[src/rtl/uart_tx_feeder_if.sv]
// rtl/uart_tx_feeder_if.sv - host/transmitter handshake bundle for uart_tx_feeder
interface uart_tx_feeder_if #(
  parameter int DEPTH = 8
);
  localparam int CW = $clog2(DEPTH) + 1;

  logic [7:0]    wr_data;
  logic          wr_en;
  logic          feeder_en;
  logic          TX_BUSY;
  logic [7:0]    Tx_DATA;
  logic          Tx_WR;
  logic          fifo_full;
  logic          fifo_empty;
  logic [CW-1:0] fifo_count;
  logic          overflow;
  logic          timeout_err;

  modport slave (
    input  wr_data, wr_en, feeder_en, TX_BUSY,
    output Tx_DATA, Tx_WR, fifo_full, fifo_empty, fifo_count, overflow, timeout_err
  );

  modport master (
    output wr_data, wr_en, feeder_en, TX_BUSY,
    input  Tx_DATA, Tx_WR, fifo_full, fifo_empty, fifo_count, overflow, timeout_err
  );
endinterface

[src/rtl/uart_tx_feeder.sv]
// rtl/uart_tx_feeder.sv - byte FIFO feeding uart_transmitter over Tx_DATA/Tx_WR/TX_BUSY
module uart_tx_feeder #(
  parameter int DEPTH        = 8,
  parameter int WAIT_TIMEOUT = 255
) (
  input  logic              clk,
  input  logic              reset,
  uart_tx_feeder_if.slave   bus
);
  localparam int AW = $clog2(DEPTH);
  localparam int CW = AW + 1;
  localparam int TW = $clog2(WAIT_TIMEOUT + 1);

  typedef enum logic [1:0] {IDLE, LOAD, WAIT_HI, WAIT_LO} state_t;

  state_t        r_state;
  state_t        w_next;
  logic [7:0]    r_mem [DEPTH];
  logic [AW-1:0] r_wr_ptr;
  logic [AW-1:0] r_rd_ptr;
  logic [CW-1:0] r_count;
  logic [TW-1:0] r_timer;
  logic [7:0]    r_tx_data;
  logic          r_tx_wr;
  logic          r_overflow;
  logic          r_timeout_err;

  logic          w_full;
  logic          w_empty;
  logic          w_push;
  logic          w_pop;
  logic          w_timeout;

  assign w_full  = (r_count == CW'(DEPTH));
  assign w_empty = (r_count == '0);
  // A full FIFO drops the write even when a pop frees a slot on the same edge.
  assign w_push  = bus.wr_en & ~w_full;
  assign w_pop   = (r_state == LOAD) & ~w_empty;

  always_ff @(posedge clk or posedge reset) begin
    if (reset) begin
      r_state <= IDLE;
    end else begin
      r_state <= w_next;
    end
  end

  always_comb begin
    w_next    = r_state;
    w_timeout = 1'b0;
    case (r_state)
      IDLE: begin
        if (bus.feeder_en && !w_empty && !bus.TX_BUSY) begin
          w_next = LOAD;
        end
      end
      LOAD: begin
        w_next = WAIT_HI;
      end
      WAIT_HI: begin
        if (bus.TX_BUSY) begin
          w_next = WAIT_LO;
        end else if (r_timer == TW'(WAIT_TIMEOUT - 1)) begin
          w_timeout = 1'b1;
          w_next    = IDLE;
        end
      end
      WAIT_LO: begin
        if (!bus.TX_BUSY) begin
          w_next = IDLE;
        end
      end
      default: begin
        w_next = IDLE;
      end
    endcase
  end

  always_ff @(posedge clk) begin
    if (w_push) begin
      r_mem[r_wr_ptr] <= bus.wr_data;
    end
  end

  always_ff @(posedge clk or posedge reset) begin
    if (reset) begin
      r_wr_ptr      <= '0;
      r_rd_ptr      <= '0;
      r_count       <= '0;
      r_timer       <= '0;
      r_tx_data     <= 8'h00;
      r_tx_wr       <= 1'b0;
      r_overflow    <= 1'b0;
      r_timeout_err <= 1'b0;
    end else begin
      if (w_push) begin
        r_wr_ptr <= r_wr_ptr + AW'(1);
      end
      if (w_pop) begin
        r_rd_ptr  <= r_rd_ptr + AW'(1);
        r_tx_data <= r_mem[r_rd_ptr];
      end
      case ({w_push, w_pop})
        2'b10:   r_count <= r_count + CW'(1);
        2'b01:   r_count <= r_count - CW'(1);
        default: r_count <= r_count;
      endcase
      r_tx_wr <= w_pop;
      if (r_state == LOAD) begin
        r_timer <= '0;
      end else if (r_state == WAIT_HI) begin
        r_timer <= r_timer + TW'(1);
      end
      if (bus.wr_en && w_full) begin
        r_overflow <= 1'b1;
      end
      if (w_timeout) begin
        r_timeout_err <= 1'b1;
      end
    end
  end

  assign bus.Tx_DATA     = r_tx_data;
  assign bus.Tx_WR       = r_tx_wr;
  assign bus.fifo_full   = w_full;
  assign bus.fifo_empty  = w_empty;
  assign bus.fifo_count  = r_count;
  assign bus.overflow    = r_overflow;
  assign bus.timeout_err = r_timeout_err;
endmodule

[src/flat_wrapper.sv]
// flat-port wrapper written by rule: the top's interface ports become plain ports
module uart_tx_feeder_flat 
#(
  parameter int DEPTH        = 8,
  parameter int WAIT_TIMEOUT = 255
)
  (clk, reset, bus_wr_data, bus_wr_en, bus_feeder_en, bus_TX_BUSY, bus_Tx_DATA, bus_Tx_WR, bus_fifo_full, bus_fifo_empty, bus_fifo_count, bus_overflow, bus_timeout_err);
  uart_tx_feeder_if #(.DEPTH(DEPTH)) bus_i ();
  input  logic clk;
  input  logic reset;
  input wire logic [$bits(bus_i.wr_data)-1:0] bus_wr_data;
  input wire logic [$bits(bus_i.wr_en)-1:0] bus_wr_en;
  input wire logic [$bits(bus_i.feeder_en)-1:0] bus_feeder_en;
  input wire logic [$bits(bus_i.TX_BUSY)-1:0] bus_TX_BUSY;
  output wire logic [$bits(bus_i.Tx_DATA)-1:0] bus_Tx_DATA;
  output wire logic [$bits(bus_i.Tx_WR)-1:0] bus_Tx_WR;
  output wire logic [$bits(bus_i.fifo_full)-1:0] bus_fifo_full;
  output wire logic [$bits(bus_i.fifo_empty)-1:0] bus_fifo_empty;
  output wire logic [$bits(bus_i.fifo_count)-1:0] bus_fifo_count;
  output wire logic [$bits(bus_i.overflow)-1:0] bus_overflow;
  output wire logic [$bits(bus_i.timeout_err)-1:0] bus_timeout_err;
  assign bus_i.wr_data = bus_wr_data;
  assign bus_i.wr_en = bus_wr_en;
  assign bus_i.feeder_en = bus_feeder_en;
  assign bus_i.TX_BUSY = bus_TX_BUSY;
  assign bus_Tx_DATA = bus_i.Tx_DATA;
  assign bus_Tx_WR = bus_i.Tx_WR;
  assign bus_fifo_full = bus_i.fifo_full;
  assign bus_fifo_empty = bus_i.fifo_empty;
  assign bus_fifo_count = bus_i.fifo_count;
  assign bus_overflow = bus_i.overflow;
  assign bus_timeout_err = bus_i.timeout_err;
  uart_tx_feeder #(.DEPTH(DEPTH), .WAIT_TIMEOUT(WAIT_TIMEOUT)) u_core (.clk(clk), .reset(reset), .bus(bus_i));
endmodule
[config.mk]
export PLATFORM = sky130hd
export DESIGN_NAME = uart_tx_feeder_flat
export DESIGN_NICKNAME = d
export VERILOG_FILES = /design/src/rtl/uart_tx_feeder_if.sv /design/src/rtl/uart_tx_feeder.sv /design/src/flat_wrapper.sv
export SDC_FILE = /design/constraint.sdc
export NUM_CORES = 1
export LEC_CHECK = 0
export CAP_MARGIN = 20
export CORE_MARGIN = 5
export CORE_UTILIZATION = 58
export CTS_CLUSTER_SIZE = 25
export DETAILED_ROUTE_END_ITERATION = 12
export GPL_ROUTABILITY_DRIVEN = 0
export GPL_TIMING_DRIVEN = 1
export PLACE_DENSITY_LB_ADDON = 0.2
export SLEW_MARGIN = 10
export SYNTH_ARGS = -nofsm -noshare
export SYNTH_HDL_FRONTEND = slang
export SYNTH_SLANG_ARGS = --single-unit
[constraint.sdc]
create_clock -name clk -period 2.6 [get_ports clk]
set_input_delay 0.65 -clock clk [delete_from_list [all_inputs] [get_ports clk]]
set_output_delay 0.65 -clock clk [all_outputs]
set_load 0.1 [all_outputs]
==> metrics.cfg, run 1 <==
[outcome]
status=finished clean

[detailed_routing]
met2WireLength_um=3320
drt_iter0_markers=98
routed.top_layer=met4
dr.pass1.iters=4
drc=0
via_per_inst=5.57
vias=2104
met3_wirelength_um=205
wire_per_inst_um=17.9
totalWireLength_um=6770
final_antenna_net_count=0
met1_length_um=3190

[cts]
clkTransAtPathRegs_ns=0.09
postCtsSetupRepairBufs=0
root_buffer=clkbuf_8
numCtsBuffers=9
h-tree-depth=3
cts.sinks=95
cts_buffer_depth=2
clock_latency_ns=0.35
cts_resized=0
cts_tree=done
hold_buffers=0

[worst_setup_path]
cp.depth=3
startpoint_type=flop
critical-path-slowest-cell=or4_4
slowest_delay_ns=0.56
critPathTopFamily=simple AND/OR/NAND/NOR gates
crit_arrival_ns=1.75
critical_path_buf_inv_count=2
crit_chain=or4_4, inv_1, buf_12
crit_required_ns=1.95
ff2ff_path_depth=10
crit_type=flop to output port
cp-end-kind=output port
path_max_fanout=9

[timing]
setup_ws_ns=0.202
fin_skew_ns=0.0115
rsz0062_at_grt=false
period_minus_slack_ns=2.40
max_slew_margin=0.445
slew_viol_final=0
max_freq_mhz=417
setup_viol=0
hold_viol_final=0
worst_slew_pin_slew_ns=0.832
fin_crit_sh=0.922

[synth]
yosys_warnings=0
synth_top_cell_area_share=0.483
syn_area_per_cell_um2=16.2
synth_xor_area_frac=0.0242
yosys.area.top_type=edfxtp_1
synthMuxAreaShare=0.122
async_flop_share=0.326
synth_area_um2=3980
ys_seq_elements=95
synth_top_family_by_area=multiplexers
synth-compound-area-share=0.0503
synthCells=246
synth_area_leaders=edfxtp_1 (48%), dfrtp_1 (19%), mux4_2 (9.1%)
synth_top_flop_cell=edfxtp_1
synth_simple_gate_area_share=0.0666
synth.distinct_cells=42
synthAdderAreaFrac=0.0377
synth_edf_count=64
syn-num-nets=271
ys_seq_area_frac=0.678

[final_layout]
area_growth_pct=16.5
drive_above_1_share=0.265
stdcell_area_um2=4640
nets=318
nFillCells=461
antenna_cells=0

[power]
power_switching_uw=2500
ir_worst_vdd_mv=0.827
clkPwrFrac=0.156
leakage_uw=0.00180
p_per_area_nw_per_um2=1250
internal-power_uw=3310
switching_share=0.430
power_frac_seq=0.407
pwr-share-comb=0.438

[place]
post_dp_cell_area_um2=4450
io_buffers=29
hpwl_um=4630
dp_slack_ns=0.0994

[floorplan]
core-area_um2=6720
dieArea_um2=8620
die_h_um=92.8
io_pins=30
placementRows=30
die_w_um=92.8
floorplan.initialDensity=0.592

[global_routing]
antenna_found_initial=0
grt_first_pass_wirelength_um=11100
grt_overflow=0
grt_pass1_vias=2107
grt_max_degree=19
track_usage=0.174

[worst_hold_path]
holdPathStages=1
hp-class=flop to flop

[job]
maxCapViolations=0

## cell usage in the layout, fill, tap and decap left out, types with 7 or more instances in the layout
master / synthesis / routed
clkbuf_8: 0 / 9
edfxtp_1: 64 / 64
mux4_2: 16 / 16
mux2i_1: 10 / 10
inv_1: 7 / 7
dfrtp_1: 31 / 27
ha_1: 12 / 11
buf_4: 3 / 30
nor2_1: 7 / 7
o21ai_0: 13 / 13
nand2_1: 21 / 21
clkdlybuf4s50_1: 0 / 12
## registers in the layout, indices dropped and copies added, names as in the netlist
signal and cells:
u_core.bus.Tx_WR 1, u_core.bus.fifo_count 4, u_core.bus.timeout_err 1, u_core.r_rd_ptr 3
u_core.bus.Tx_DATA 8, u_core.r_wr_ptr 3, u_core.bus.overflow 1, u_core.r_state 2
u_core.r_timer 8, u_core.r_mem 64
## layer usage
| layer | vias to the layer above | GRT usage |
|---|---|---|
| met3 | 4 | 0.0292 |
| met5 | - | 0 |
| met1 | 1035 | 0.245 |
| met4 | 0 | 0.0659 |
| met2 | 33 | 0.273 |
| li1 | 1032 | - |
## path summary, 6_finish.rpt
path,startpoint,endpoint,slack [ns]
max,u_core.bus.fifo_count[1],bus_fifo_empty,0.20
min,u_core.bus.overflow,u_core.bus.overflow,0.47
max reg2reg,u_core.bus.fifo_count[1],u_core.bus.fifo_count[2],0.26
min reg2reg,u_core.bus.overflow,u_core.bus.overflow,0.47
max in group asynchronous,reset,u_core.bus.fifo_count[1],1.73
min in group asynchronous,reset,u_core.r_state[1],0.62
## metrics by stage
| stage | utilization | hold slack [ns] | total power (uW) | TNS (ns) | cells |
|---|---|---|---|---|---|
| floorplan | - | 0.460 | 4340 | -5.54 | 246 |
| global placement | 0.662 | 0.444 | 4910 | 0 | 362 |
| detailed placement | 0.662 | 0.453 | 4970 | 0 | 362 |
| CTS | 0.690 | 0.478 | 5870 | 0 | 378 |
| global route | 0.690 | 0.510 | 6160 | 0 | 378 |
| finish | 0.690 | 0.474 | 5810 | 0 | 378 |
## area by class of cell
class,count,area (um^2),share of cell area
timing repair buffer,44,385,0.0831
inverter,9,33.8,0.00729
clock buffer,9,124,0.0267
multi-input combinational,134,1230,0.264
sequential,95,2710,0.583
clock inverter,7,62.6,0.0135
tap,80,100,0.0216
## synth_stat cells, drive strengths merged (2+ instances only)
library cell  count
and3              3
mux4             16
inv               9
edfxtp           64
nand2            22
mux2i            10
a211oi            2
nand2b            5
mux2              2
dfrtp            31
clkbuf            2
nor3b             2
a31oi             2
o21ai            13
xnor2             6
nor2              7
nor3              4
buf               6
o31ai             2
xor2              5
ha               12
a21oi             7
## power groups by stage
stage                     clock network (uW)  registers (uW)  logic [uW]
after floorplan                            0            2940        1390
after global placement                     0            2390        2530
final                                    905            2360        2540
after CTS                                929            2370        2570
after detailed placement                   0            2400        2570
after global routing                    1010            2420        2730
## logic make-up (layout without fill, tap and decap cells)
family,Yosys count,in the layout
flip-flops,95,95
AND/OR/NAND/NOR,50,50
AO/OA/AOI/OAI,33,33
multiplexers,28,28
buffers and inverters,17,69
adder cells (fa/ha/maj),12,12
XOR/XNOR,11,11
No activity file was read; power rests on OpenSTA's default activity.
==> run 2, diff against run 1 <==
--- a/config.mk
+++ b/config.mk
@@ -17,3 +17,4 @@
 export SYNTH_ARGS = -nofsm -noshare
 export SYNTH_HDL_FRONTEND = slang
 export SYNTH_SLANG_ARGS = --single-unit
+export TNS_END_PERCENT = 50
==> constraint.sdc (replaced) <==
create_clock -name clk -period 2.6 [get_ports clk]
set_input_delay 0.65 -clock clk [delete_from_list [all_inputs] [get_ports clk]]
set_output_delay 0.65 -clock clk [all_outputs]
set_load 0.02 [all_outputs]
==> run 2 against run 1 <==
Against the previous run:
- utilization increased by 0.80 points
- first-iteration DRC count decreased by 7.1%
- fmax is 2.5% higher
- via count grew 1.9%
- wire length down 1.5%
- sequential share of layout area shrank 0.83 points
- clock power up 17%
- hold slack better by 0.0034 ns
- final cell count rose by 0.79%
- die area is the same
- clock-buffer cell count is the same
- critical endpoint unchanged
==> metrics.cfg, run 2 (same netlist as run 1, synthesis figures left out) <==
[final_layout]
final_cell_mix=edfxtp_1 (64), dfrtp_1 (31), clkdlybuf4s50_1 (27), nand2_1 (21), buf_4 (18)
nets=321
area_growth_pct=17.9
fin_util=0.698
largest_register=u_core.r_mem
final_common_cell=edfxtp_1
drive_above_1_share=0.189
largest_reg_flops=64
stdcell_area_um2=4690
antenna_cells=0

[floorplan]
die_h_um=92.8
dieArea_um2=8620
placementRows=30
core-area_um2=6720
die_w_um=92.8
io_pins=30
floorplan.initialDensity=0.592

[worst_hold_path]
hp-class=flop to flop
holdCritStartpoint=u_core.bus.overflow
hold_end=u_core.bus.overflow
holdPathStages=1

[timing]
fin_skew_ns=0.0135
rsz0062_at_grt=false
slew_viol_final=0
period_minus_slack_ns=2.34
max_freq_mhz=428
hold_viol_final=0
setup_viol=0
fin_crit_sh=0.899
tns_ns=0
max_slew_margin=0.467
worst_slew_pin_slew_ns=0.800

[worst_setup_path]
crit_type=flop to output port
rr_endpoint=u_core.bus.fifo_count[2]
crit_start=u_core.bus.fifo_count[0]
crit_arrival_ns=1.69
cp-end-kind=output port
crit_chain=or4_4, inv_1, dlygate4sd2_1
crit-reg2reg-launch=u_core.bus.fifo_count[0]
rrSetupSlack_ns=0.35
critical-path-slowest-cell=or4_4
slowest_delay_ns=0.57
startpoint_type=flop
critical_path_buf_inv_count=2
crit_required_ns=1.95
critPathTopFamily=simple AND/OR/NAND/NOR gates
ff2ff_path_depth=10
path_max_fanout=3

[detailed_routing]
via_per_inst=5.62
final_antenna_net_count=0
vias=2143
dr.pass1.iters=4
drt_iter0_markers=91
totalWireLength_um=6670
wire_per_inst_um=17.5
drc=0

[cts]
h-tree-depth=3
cts_buffer_depth=2
postCtsSetupRepairBufs=0
root_buffer=clkbuf_8
clkTransAtPathRegs_ns=0.09
cts_tree=done
numCtsBuffers=9
clock_latency_ns=0.35
cts.sinks=95

[global_routing]
grt_max_degree=32
grt_overflow=0
track_usage=0.172
grt_pass1_vias=2119
grt_first_pass_wirelength_um=10900
antenna_found_initial=0

[job]
maxCapViolations=0

[outcome]
status=finished clean

[place]
post_dp_cell_area_um2=4460
io_buffers=29
hpwl_um=4370

[power]
ir_worst_vdd_mv=0.623
leakage_uw=0.00183
p_per_area_nw_per_um2=1130

## run 2: cell count changes in the layout (fill, tap and decap cells not counted), moves of 2 or more
cell,previous run,this run
clkdlybuf4s50_1,12,27
buf_12,2,0
bufinv_16,0,2
buf_4,30,18
dfrtp_2,3,0
dfrtp_1,27,31
## run 2: report_power, final
group / total, uW / internal [uW] / switching, uW / leakage, uW
clock: 1060 / 554 / 503 / 0.000114
combinational: 1970 / 986 / 988 / 0.000749
sequential: 2250 / 1980 / 275 / 0.000963
## run 2: worst max-delay path by stage
stage | endpoint | cells after the start
after detailed placement | u_core.bus.fifo_count[2] | 10
after floorplan | u_core.bus.fifo_count[2] | 11
after global placement | u_core.bus.fifo_count[2] | 10
after CTS | bus_fifo_full | 3
final | bus_fifo_empty | 3
after global routing | bus_fifo_empty | 3
## run 2: metal layers
metal  share of wire  vias to the layer above  routed length [um]  track usage
met5               0                        -                   0            0
met4          0.0082                        0                  55       0.0623
met3           0.055                        4                 369       0.0406
met2            0.47                       46                3160        0.274
met1            0.46                     1063                3080        0.232
li1                -                     1030                   -            -
## run 2: timing repair
action                                  CTS  global route
pin swaps                                 0             0
hold buffers                              0             0
gates cloned                              0             0
resized for setup                         1             1
endpoints found under the setup margin    1             1
## run 2: layout make-up
cell class	instances	area, um^2
flip-flops and latches	95	2700
fillers	452	2030
multi-input cells	134	1210
repair buffers	47	427
clock buffers	9	124
clock inverters	7	101
well taps	80	100
inverters	9	33.8
## run 2: through the flow
step	std cells	hold slack, ns	setup WS, ns	power, uW
after global placement	365	0.451	0.126	4240
final	381	0.478	0.261	5280
after floorplan	246	0.460	0.102	3630
after global routing	381	0.516	0.178	5650
after CTS	381	0.483	0.0109	5350
after detailed placement	365	0.460	0.108	4290
